===== config.mk =====
export PLATFORM = sky130hd
export DESIGN_NAME = led_pattern_ctrl
export DESIGN_NICKNAME = d
export VERILOG_FILES = /design/src/rtl/led_pattern_ctrl.sv
export SDC_FILE = /design/constraint.sdc
export NUM_CORES = 1
export LEC_CHECK = 0
export BUFFER_PORTS_ARGS = -buffer_cell sky130_fd_sc_hd__buf_2
export CORE_UTILIZATION = 59
export CTS_CLUSTER_DIAMETER = 100
export DETAILED_ROUTE_END_ITERATION = 7
export PLACE_DENSITY = 0.8
export SLEW_MARGIN = 20
export SYNTH_ARGS = -nofsm -noshare
export SYNTH_HDL_FRONTEND = slang
export SYNTH_SLANG_ARGS = --single-unit

===== constraint.sdc =====
create_clock -name clk -period 2.55 [get_ports clk]
set_input_delay 0 -clock clk [delete_from_list [all_inputs] [get_ports clk]]
set_output_delay 0 -clock clk [all_outputs]
set_load 0.005 [all_outputs]

===== src/rtl/led_pattern_ctrl.sv =====
// led_pattern_ctrl: shares one RGB LED among prioritised requesters, shaping SOLID/BLINK/BREATHE
// envelopes, fading to dark before ownership moves, and driving three PWM channels.
`timescale 1ns/1ps
module led_pattern_ctrl #(
  parameter int NUM_REQ     = 4,
  parameter int PWM_WIDTH   = 12,
  parameter int LEVEL_MAX   = 1023,
  parameter int STEP        = 16,
  parameter int TICK_DIV    = 12000,
  parameter int BLINK_TICKS = 2000
) (
  input  logic                   clk,
  input  logic                   rst_n,
  input  logic [NUM_REQ-1:0]     req,
  input  logic [3*NUM_REQ-1:0]   colour,
  input  logic [2*NUM_REQ-1:0]   mode,
  output logic [NUM_REQ-1:0]     grant,
  output logic                   busy,
  output logic [PWM_WIDTH-1:0]   level,
  output logic                   pwm_r,
  output logic                   pwm_g,
  output logic                   pwm_b
);
  localparam int IW = (NUM_REQ > 1) ? $clog2(NUM_REQ) : 1;
  localparam int TW = (TICK_DIV > 1) ? $clog2(TICK_DIV) : 1;
  localparam int BW = (BLINK_TICKS > 1) ? $clog2(BLINK_TICKS) : 1;
  localparam logic [PWM_WIDTH:0]   LMAX       = (PWM_WIDTH+1)'(LEVEL_MAX);
  localparam logic [PWM_WIDTH-1:0] LMAX_L     = PWM_WIDTH'(LEVEL_MAX);
  localparam logic [PWM_WIDTH:0]   LSTEP      = (PWM_WIDTH+1)'(STEP);
  localparam logic [TW-1:0]        TICK_LAST  = TW'(TICK_DIV-1);
  localparam logic [BW-1:0]        BLINK_LAST = BW'(BLINK_TICKS-1);
  localparam logic [1:0]           M_BLINK    = 2'b01;
  localparam logic [1:0]           M_BREATHE  = 2'b10;

  typedef enum logic [1:0] {IDLE = 2'b00, ACTIVE = 2'b01, SWITCH = 2'b10} state_t;

  state_t                 state, state_nx;
  logic [IW-1:0]          owner, win_idx;
  logic [NUM_REQ-1:0]     grant_nx, win_onehot;
  logic [2:0]             lat_colour, win_colour;
  logic [1:0]             lat_mode, win_mode;
  logic [PWM_WIDTH-1:0]   level_nx, pwm_ctr;
  logic [PWM_WIDTH:0]     lvl_ext, up_sum, up_sat, dn_sat;
  logic [TW-1:0]          presc;
  logic [BW-1:0]          blink_cnt, blink_cnt_nx;
  logic                   dir_down, dir_nx, blink_on, blink_on_nx;
  logic                   tick, any_req, take;

  assign tick    = (presc == TICK_LAST);
  assign any_req = |req;
  assign lvl_ext = {1'b0, level};
  assign up_sum  = lvl_ext + LSTEP;
  assign up_sat  = (up_sum >= LMAX) ? LMAX : up_sum;
  assign dn_sat  = (lvl_ext <= LSTEP) ? '0 : (lvl_ext - LSTEP);

  // Fixed-priority winner: scanning downwards leaves the lowest requesting index.
  always_comb begin
    win_idx    = '0;
    win_colour = '0;
    win_mode   = '0;
    win_onehot = '0;
    for (int i = NUM_REQ-1; i >= 0; i--) begin
      win_idx    = req[i] ? IW'(i) : win_idx;
      win_colour = req[i] ? colour[3*i +: 3] : win_colour;
      win_mode   = req[i] ? mode[2*i +: 2] : win_mode;
      win_onehot = req[i] ? (NUM_REQ'(1'b1) << i) : win_onehot;
    end
  end

  // Next-state and envelope; take requests a fresh grant, applied in the register block.
  always_comb begin
    state_nx     = state;
    grant_nx     = grant;
    level_nx     = level;
    dir_nx       = dir_down;
    blink_on_nx  = blink_on;
    blink_cnt_nx = blink_cnt;
    take         = 1'b0;
    case (state)
      IDLE: begin
        level_nx = '0;
        if (any_req) begin
          take = 1'b1;
        end else begin
          state_nx = IDLE;
        end
      end
      ACTIVE: begin
        if (!req[owner] || (any_req && (win_idx < owner))) begin
          state_nx = SWITCH;
        end else if (tick) begin
          case (lat_mode)
            M_BLINK: begin
              if (blink_cnt == BLINK_LAST) begin
                blink_cnt_nx = '0;
                blink_on_nx  = ~blink_on;
                level_nx     = blink_on ? '0 : LMAX_L;
              end else begin
                blink_cnt_nx = blink_cnt + BW'(1'b1);
              end
            end
            M_BREATHE: begin
              if (dir_down) begin
                level_nx = dn_sat[PWM_WIDTH-1:0];
                dir_nx   = (dn_sat != '0);
              end else begin
                level_nx = up_sat[PWM_WIDTH-1:0];
                dir_nx   = (up_sat == LMAX);
              end
            end
            default: level_nx = level;
          endcase
        end else begin
          state_nx = ACTIVE;
        end
      end
      SWITCH: begin
        // The grant only moves on a tick that finds the fade already dark.
        if (tick) begin
          if (level != '0) begin
            level_nx = dn_sat[PWM_WIDTH-1:0];
          end else if (any_req) begin
            take = 1'b1;
          end else begin
            state_nx = IDLE;
            grant_nx = '0;
          end
        end else begin
          state_nx = SWITCH;
        end
      end
      default: begin
        state_nx = IDLE;
        grant_nx = '0;
        level_nx = '0;
      end
    endcase
  end

  // Prescaler and PWM carrier free-run in every state.
  always_ff @(posedge clk or negedge rst_n) begin
    if (!rst_n) begin
      presc   <= '0;
      pwm_ctr <= '0;
    end else begin
      presc   <= tick ? '0 : presc + TW'(1'b1);
      pwm_ctr <= pwm_ctr + PWM_WIDTH'(1'b1);
    end
  end

  // State, envelope, latched pattern and registered outputs.
  always_ff @(posedge clk or negedge rst_n) begin
    if (!rst_n) begin
      state      <= IDLE;
      owner      <= '0;
      grant      <= '0;
      busy       <= 1'b0;
      level      <= '0;
      dir_down   <= 1'b0;
      blink_on   <= 1'b1;
      blink_cnt  <= '0;
      lat_colour <= '0;
      lat_mode   <= '0;
      pwm_r      <= 1'b0;
      pwm_g      <= 1'b0;
      pwm_b      <= 1'b0;
    end else begin
      pwm_r <= lat_colour[2] && (pwm_ctr < level);
      pwm_g <= lat_colour[1] && (pwm_ctr < level);
      pwm_b <= lat_colour[0] && (pwm_ctr < level);
      if (take) begin
        state      <= ACTIVE;
        owner      <= win_idx;
        grant      <= win_onehot;
        busy       <= 1'b1;
        level      <= (win_mode == M_BREATHE) ? '0 : LMAX_L;
        dir_down   <= 1'b0;
        blink_on   <= 1'b1;
        blink_cnt  <= '0;
        lat_colour <= win_colour;
        lat_mode   <= win_mode;
      end else begin
        state      <= state_nx;
        grant      <= grant_nx;
        busy       <= (state_nx != IDLE);
        level      <= level_nx;
        dir_down   <= dir_nx;
        blink_on   <= blink_on_nx;
        blink_cnt  <= blink_cnt_nx;
      end
    end
  end
endmodule


# [Word level (Yosys, flattened, before mapping)]
# Cells that the tools add are included.
[word_totals] latch_bits=0 ram_bits=0 out_inout_bits=20 reg_bits=68 inputBits=26 romBits=0 mem_count=0
[classes] mux=67 div=0 addsub=5 n_shift=0 n_eq_ne=18 order_cmp=5 reduce_logical=22 mul=0 bitwise_logic=1
[ops] cell="$mux 12" n=7
[ops] cell="$mux 11" n=6
[ops] cell="$pmux 12 s2" n=2
[ops] cell="$mux 4" n=8
[ops] cell="$mux 2" n=14
[ops] cell="$mux 13" n=2
[ops] cell="$mux 10" n=2
[ops] cell="$ne 3x3->1 const B" n=6
[ops] cell="$mux 1" n=17
[ops] cell="$add 14x1->14 const B" n=1
[ops] cell="$eq 14x14->1 const B" n=1
[ops] cell="$mux 14" n=1
[ops] cell="$add 12x5->13 const B" n=1
[ops] cell="$eq 13x10->1 const B" n=1
[ops] cell="$ge 13x10->1 const B" n=1
[ops] cell="$reduce_bool 13->1" n=1
[ops] cell="$sub 12x5->13 const B" n=1
[ops] cell="$add 12x1->12 const B" n=1
[ops] cell="$le 12x5->1 const B" n=1
[ops] cell="$lt 12x12->1" n=1
[ops] cell="$mux 3" n=4
[ops] cell="$reduce_and 4->1" n=3
[ops] cell="$reduce_bool 12->1" n=1
[ops] cell="$reduce_bool 2->1" n=6
[ops] cell="23 further kinds" n=29

# [Logic depth before layout (Yosys ltp)]
# Gate-level depths: netlist of run 1.
[logic_depth] word_depth=11 depth_mapped=11

# [Worst setup path after synthesis of run 1]
# Ideal clock, no wire load.
[synth_timing] path_type="input -> register" startpoint="input port req[0]" endpoint="register level[6]" n_path_buf=2 t_required_ns=2.424 setup_slack_ns=0.180 setup_time_ns=0.126 arrival_ns=2.244 cell_stages=10 path_cell_list="clkbuf_1 clkbuf_1 nor3_1 ha_1 o311a_1 o311ai_1 a2111o_1 nand2_2 o21ai_1 a221o_1"
[synth_rtl] item="from (decl)" line_no="14" rtl="input logic [NUM_REQ-1:0] req,"
[synth_rtl] item="$mux 2" line_no="63" rtl="win_idx = req[i] ? IW'(i) : win_idx;"
[synth_rtl] item="net win_idx[1]" line_no="38" rtl="logic [IW-1:0] owner, win_idx;"
[synth_rtl] item="$lt 2x2->1" line_no="89" rtl="if (!req[owner] || (any_req && (win_idx < owner))) begin"
[synth_rtl] item="$logic_and 1x1->1" line_no="89"
[synth_rtl] item="$logic_or 1x1->1" line_no="89"
[synth_rtl] item="$ne 3x3->1 (no source line)"
[synth_rtl] item="$reduce_and 6->1 (no source line)"
[synth_rtl] item="to (signal assigned)" line_no="176" rtl="level <= (win_mode == M_BREATHE) ? '0 : LMAX_L;"
[synth_rtl] item="to (signal assigned)" line_no="186" rtl="level <= level_nx;"
[synth_rtl] item="to (decl)" line_no="19" rtl="output logic [PWM_WIDTH-1:0] level,"
# The timed path passes the listed nets, and every way through them passes these cells. The select of a mux whose other input is x is not followed.
# A chain may end at the register's enable or synchronous reset.

# [Final worst setup path of run 1]
[layout_timing] startpoint="register blink_cnt[0]" endpoint="register level[5]"
[layout_via] elab_chain_cells=3
[layout_lines] item="from (decl)" line_no="45" rtl="logic [BW-1:0] blink_cnt, blink_cnt_nx;"
[layout_lines] item="from (signal assigned)" line_no="189" rtl="blink_cnt <= blink_cnt_nx;"
[layout_lines] item="$eq 11x11->1" line_no="94" rtl="if (blink_cnt == BLINK_LAST) begin"
[layout_lines] item="$ne 4x4->1 (no source line)"
[layout_lines] item="$reduce_and 6->1 (no source line)"
# Every way passes these cells.

==> impl_metrics.env, run 1 <==
export IMPL_grt_use_total=0.3073
export IMPL_synth_top_area_share=0.3976
export IMPL_synth_warnings=0
export IMPL_vdd_drop_max_v=0.0006928
export IMPL_fin_ws_ns=0.1011
export IMPL_pre_cts_slack_ns=0.06884
export IMPL_synth_cell_types=61
export IMPL_numCtsBuffers=9
export IMPL_die_w_um=86.54
export IMPL_initial_core_util=0.6172
export IMPL_cts_tree="yes"
export IMPL_wl_per_cell_um=16.78
export IMPL_clock_skew_ns=0.01024
export IMPL_synthTopCellsByArea="dfrtp_1 (40%), ha_1 (7.1%), o21ai_0 (4.5%), nor2_1 (3.8%), nand2_1 (3.4%)"
export IMPL_slew_violations=0
export IMPL_grt_max_degree=40
export IMPL_power_frac_clock=0.158
export IMPL_cellPowerDensity_nw_per_um2=978.9
export IMPL_synth_flop_cell="dfrtp_1"
export IMPL_fill_cells=526
export IMPL_synth_seq_area_share=0.4039
export IMPL_drcViolationCount=0
export IMPL_setup_violations=0
export IMPL_p_comb_frac=0.534
export IMPL_synth_fp_nets=515
export IMPL_cp_end_kind="flip-flop"
export IMPL_r2r_end="level[5]"
export IMPL_layout_nets=597
export IMPL_crit_arrival_ns=2.68
export IMPL_diodes=0
export IMPL_synth_edf_count=0
export IMPL_vias=3908
export IMPL_clk_latency_ns=0.36
export IMPL_synth_seq_cells=68
export IMPL_status="complete, no violations"
export IMPL_yosysTopAreaCell="dfrtp_1"
export IMPL_layout_drive_gt1_share=0.1938
export IMPL_setup_worst_path_start_class="flip-flop"
export IMPL_p_seq_frac=0.308
export IMPL_hold_viol=0
export IMPL_core_area_sq_um=6832
export IMPL_slew_headroom=0.5093
export IMPL_p_sw_uw=2132
export IMPL_dieArea_sq_um=7489
export IMPL_antenna_found_initial=0
export IMPL_viasPerCell=6.031
export IMPL_r2r_setup_slack_ns=0.10
export IMPL_synth_area_sq_um=4217
export IMPL_drtIter0Drc=273
export IMPL_hold_end="lat_mode[1]"
export IMPL_min_delay_start="mode[7]"
export IMPL_gp_congestion=0.9637
export IMPL_clock_fmax_mhz=408.3
export IMPL_grt_pass1_vias=3713
export IMPL_cts_path_max_buffers=2
export IMPL_path_max_fanout=5
export IMPL_cts_sinks=68
export IMPL_syn_area_per_cell_sq_um=9.068
export IMPL_finalCritPeriodShare=0.9604
export IMPL_hpwl_mm=7.962
export IMPL_rows=30
export IMPL_swShare=0.4332
export IMPL_p_int_uw=2789
export IMPL_path_class="reg2reg"
export IMPL_worstReg2RegStart="blink_cnt[0]"
export IMPL_cts_clk_slew_worst_paths_ns=0.08
export IMPL_io_pins=46
export IMPL_period_needed_ns=2.449
export IMPL_hold_depth=3
export IMPL_grt_pass1_wl_mm=17.61
export IMPL_grt_overflow=0
export IMPL_dieHeight_um=86.54
export IMPL_worst_slew_pin_slew_ns=0.7361
export IMPL_worstHoldPathType="in2reg"
export IMPL_h_tree_depth=3
export IMPL_async_flop_share=1.000
export IMPL_syn_to_final_growth_pct=19.23
export IMPL_clock_root_buffer="clkbuf_8"
export IMPL_synthCells=465
export IMPL_ant_nets=0
export IMPL_drv_cap=0
export IMPL_rr_worst_depth=9
export IMPL_final_hold_worst_slack_ns=0.03619
export IMPL_routed_wl_mm=10.88
export IMPL_portBuffers=45
export IMPL_drt_first_pass_iters=5
export IMPL_p_leak_uw=0.002311
export IMPL_critPathRequiredTime_ns=2.78
-- state kept, by name, indices dropped and copies added, names as in the netlist --
register / flops
presc: 14
level: 12
pwm_ctr: 12
blink_cnt: 11
grant: 4
lat_colour: 3
lat_mode: 2
owner: 2
state: 2
blink_on: 1
busy: 1
dir_down: 1
pwm_b: 1
pwm_g: 1
pwm_r: 1
-- synth_stat cells (5+ instances only) --
cell      instances
nand2_1          38
a21oi_1          14
a221oi_1          5
o21a_1            8
nand4_1           6
nor2b_1          10
ha_1             24
inv_1            23
o31ai_1          10
a22o_1            5
a31oi_1           5
a22oi_1          10
nor3_1            8
nand3_1          21
nor2_1           43
o211ai_1          5
xor2_1           13
xnor2_1          16
nand2b_1         10
and2_1            5
o21ai_0          38
dfrtp_1          67
and3_1           11
clkbuf_1          9
-- layer usage --
layer,vias to the layer above,wire (um),global-route usage
li1,1853,-,-
met1,1893,4684,0.3763
met2,129,5294,0.5224
met3,33,514,0.06000
met4,0,381,0.1455
met5,-,0,0
-- worst max path at each step --
stage / from / depth (start not counted) / end / slack, ns
2_1_floorplan: req[0] / 10 / level[6] / 0.18
3_3_place_gp: presc[0] / 8 / level[6] / 0.14
3_5_place_dp: presc[0] / 9 / level[1] / 0.07
4_1_cts: presc[0] / 9 / level[1] / 0.06
5_1_grt: blink_cnt[0] / 9 / level[5] / -0.005
6_report: blink_cnt[0] / 9 / level[5] / 0.10
-- cell type report --
class	count	area, sq um	area share
multi-input cells	361	2405	0.4783
clock inverters	2	10.01	0.001991
repair buffers	84	550.5	0.1095
clock buffers	14	152.6	0.03036
flip-flops and latches	68	1703	0.3387
well taps	96	120.1	0.02389
inverters	23	86.33	0.01717
-- repair_timing --
action                     in CTS  in global routing
resized for setup               0                  8
hold buffers                    8                  0
buffers inserted                0                  1
setup endpoints to repair       0                 17
hold endpoints to repair       32                  0
-- worst max-delay path: stages, from the launching register on --
cell and delay [ns]:
dfrtp_1 0.39, ha_1 0.20, and3_1 0.23, nor4b_2 0.27
buf_4 0.18, nor3b_1 0.05, a2111o_1 0.45, and2_1 0.25
a21oi_1 0.21, o31ai_2 0.11
-- layout by cell type (no fill, tap or decap), drive strengths merged, types with 14 or more instances in the layout --
master and instances:
o21ai 42, nor2 44, ha 24, xnor2 16, inv 23, clkbuf 14, nand3 22, nand2 39
dfrtp 67, a21oi 14, buf 76
-- per-stage QoR --
| stage | cells | utilization | TNS, ns | total power (uW) | cell area [sq um] |
|---|---|---|---|---|---|
| 4_1_cts | 647 | 0.7302 | 0 | 4816 | 4989 |
| 5_1_grt | 648 | 0.7359 | -0.005175 | 5242 | 5027 |
| 6_report | 648 | 0.7359 | 0 | 4921 | 5027 |
| 2_1_floorplan | 465 | - | 0 | 3106 | 4217 |
| 3_3_place_gp | 623 | 0.6947 | 0 | 3973 | 4746 |
| 3_5_place_dp | 623 | 0.6947 | 0 | 4012 | 4746 |
-- power groups by stage --
stage	Sequential [uW]	Combinational, uW	Clock [uW]
2_1_floorplan	1510	1600	0
3_3_place_gp	1510	2460	0
3_5_place_dp	1520	2490	0
4_1_cts	1510	2520	788
5_1_grt	1540	2870	830
6_report	1510	2630	777
-- logic make-up (layout without fill, tap and decap cells) --
group	after synthesis	count (layout)	share of synthesized area
xor gates and xnor gates	29	29	0.06024
buffers and inverters	36	123	0.03323
muxes	1	1	0.005341
adders and majority gates	24	24	0.07122
and+or+nand+nor	180	180	0.2264
AOI/OAI and AO/OA	127	127	0.1997
DFF	68	68	0.4039
Note: power is estimated with default switching activity, not from simulation.
==> run 2: changes to the inputs <==
--- a/config.mk
+++ b/config.mk
@@ -6,10 +6,11 @@
 export NUM_CORES = 1
 export LEC_CHECK = 0
 export BUFFER_PORTS_ARGS = -buffer_cell sky130_fd_sc_hd__buf_2
-export CORE_UTILIZATION = 59
+export CORE_UTILIZATION = 61
+export CTS_BUF_LIST = sky130_fd_sc_hd__clkbuf_4 sky130_fd_sc_hd__clkbuf_8
 export CTS_CLUSTER_DIAMETER = 100
 export DETAILED_ROUTE_END_ITERATION = 7
-export PLACE_DENSITY = 0.8
+export PLACE_DENSITY = 0.82
 export SLEW_MARGIN = 20
 export SYNTH_ARGS = -nofsm -noshare
 export SYNTH_HDL_FRONTEND = slang
==> run 2 against run 1 <==
  * Via count grew 0.72%
  * Largest cell class unchanged
  * Hold slack lost 0.011 ns
  * Sequential power is essentially flat
  * Setup slack lost 0.084 ns
  * Critical path type unchanged
  * Global-route usage grew 0.31 points
  * Register-to-register slack lost 0.08 ns
==> impl_metrics.env, run 2 (synthesis gave the netlist of run 1 again) <==
export IMPL_setup_violations=0
export IMPL_syn_to_final_growth_pct=21.01
export IMPL_cts_path_max_buffers=2
export IMPL_layout_nets=599
export IMPL_reg_largest_list="presc: 14 flops, level: 12 flops, pwm_ctr: 12 flops"
export IMPL_utilization=0.7856
export IMPL_grt_overflow=0
export IMPL_rsz0062_at_grt="true"
export IMPL_cp_end_kind="flip-flop"
export IMPL_crit_arrival_ns=2.83
export IMPL_p_leak_uw=0.002341
export IMPL_ant_nets=0
export IMPL_largest_reg_flops=14
export IMPL_clock_skew_ns=0.01219
export IMPL_portBuffers=45
export IMPL_vias=3936
export IMPL_dieArea_sq_um=7249
export IMPL_grt_max_degree=69
export IMPL_worstHoldPathType="in2reg"
export IMPL_wl_per_cell_um=17.12
export IMPL_dp_cells=601
export IMPL_clock_root_buffer="clkbuf_8"
export IMPL_drtIter0Drc=263
export IMPL_hpwl_mm=7.708
export IMPL_die_w_um=85.14
export IMPL_grt_use_total=0.3104
export IMPL_h_tree_depth=3
export IMPL_critPathRequiredTime_ns=2.85
export IMPL_grt_pass1_vias=3758
export IMPL_antenna_found_initial=0
export IMPL_core_area_sq_um=6495
export IMPL_viasPerCell=6.238
export IMPL_final_cell_mix="dfrtp_1 (66), buf_2 (45), nor2_1 (43), nand2_1 (37)"
export IMPL_regMostFlops="presc"
export IMPL_clock_fmax_mhz=394.8
export IMPL_numCtsBuffers=9
export IMPL_cts_clk_slew_worst_paths_ns=0.08
export IMPL_status="complete, no violations"
export IMPL_hold_viol=0
export IMPL_io_pins=46
export IMPL_drv_cap=0
export IMPL_cts_tree="yes"
export IMPL_rows=29
export IMPL_slew_violations=0
export IMPL_grt_pass1_wl_mm=17.57
export IMPL_worst_slew_pin_slew_ns=0.5711
export IMPL_slew_headroom=0.6163
export IMPL_initial_core_util=0.6492
export IMPL_final_cells=631
export IMPL_vdd_drop_max_v=0.0006504
export IMPL_cts_sinks=68
export IMPL_drt_first_pass_iters=6
export IMPL_period_needed_ns=2.533
export IMPL_diodes=0
export IMPL_dieHeight_um=85.14
export IMPL_path_class="reg2reg"
export IMPL_setup_worst_path_start_class="flip-flop"
export IMPL_clk_latency_ns=0.36
export IMPL_final_hold_worst_slack_ns=0.02521
export IMPL_drcViolationCount=0
export IMPL_tns_ns=0
export IMPL_routed_wl_mm=10.80
export IMPL_cellPowerDensity_nw_per_um2=1018
export IMPL_finalCritPeriodShare=0.9933
export IMPL_power_uw=5194
export IMPL_gp_congestion=0.9224
export IMPL_final_common_cell="dfrtp_1"
export IMPL_layout_drive_gt1_share=0.2094
export IMPL_path_max_fanout=8
[run 2: final timing paths]
| kind | start | cells past startpoint | slack (ns) | endpoint |
|---|---|---|---|---|
| worst max register to register | presc[0] | 9 | 0.02 | level[10] |
| worst min-delay path | mode[7] | 3 | 0.03 | lat_mode[1] |
| max in group asynchronous | rst_n | 3 | 2.04 | blink_on |
| min in group asynchronous | rst_n | 3 | 0.19 | blink_cnt[2] |
| worst min register to register | pwm_ctr[0] | 1 | 0.49 | pwm_ctr[0] |
| worst max-delay path | presc[0] | 9 | 0.02 | level[10] |
[run 2: report_power, final]
part	leakage (uW)	switching (uW)	internal [uW]
clock network	0.000106	429	561
registers	0.000875	191	1310
logic	0.00136	1560	1150
total	0.00234	2180	3020
[run 2: cell type report]
| class | instances | area, sq um |
|---|---|---|
| multi-input combinational | 361 | 2430 |
| sequential | 68 | 1704 |
| fill | 439 | 1393 |
| timing repair buffer | 86 | 565.5 |
| clock buffer | 10 | 131.4 |
| tap | 77 | 96.34 |
| clock inverter | 6 | 88.84 |
| inverter | 23 | 86.33 |
[run 2: critical path, stage by stage, from the launching register on]
cell	delay (ns)
dfrtp_2	0.45
ha_4	0.18
and4_4	0.20
nand4_1	0.20
buf_4	0.18
o21ba_4	0.19
nor2_4	0.08
or4b_1	0.56
nor4_1	0.27
a22o_1	0.17
[run 2: routing by layer]
metal / vias to the layer above / routed length (um) / part of all wire / GRT usage
met4: 0 / 277 / 0.026 / 0.1217
li1: 1855 / - / - / -
met3: 34 / 616 / 0.057 / 0.06128
met1: 1891 / 4503 / 0.42 / 0.4013
met5: - / 0 / 0 / 0
met2: 156 / 5402 / 0.50 / 0.5161
[run 2: metrics by stage]
stage / setup WS (ns) / instance area [sq um]
floorplan: 0.1805 / 4217
global placement: 0.1395 / 4700
detailed placement: 0.01355 / 4700
CTS: 0.0008964 / 5005
global route: -0.05009 / 5102
finish: 0.01698 / 5102
[run 2: repair_timing]
item,in CTS,in global routing
hold buffers,8,0
pin swaps,0,7
resized for setup,1,18
endpoints found under the hold margin,72,0
setup endpoints to repair,7,26
buffers inserted,0,6
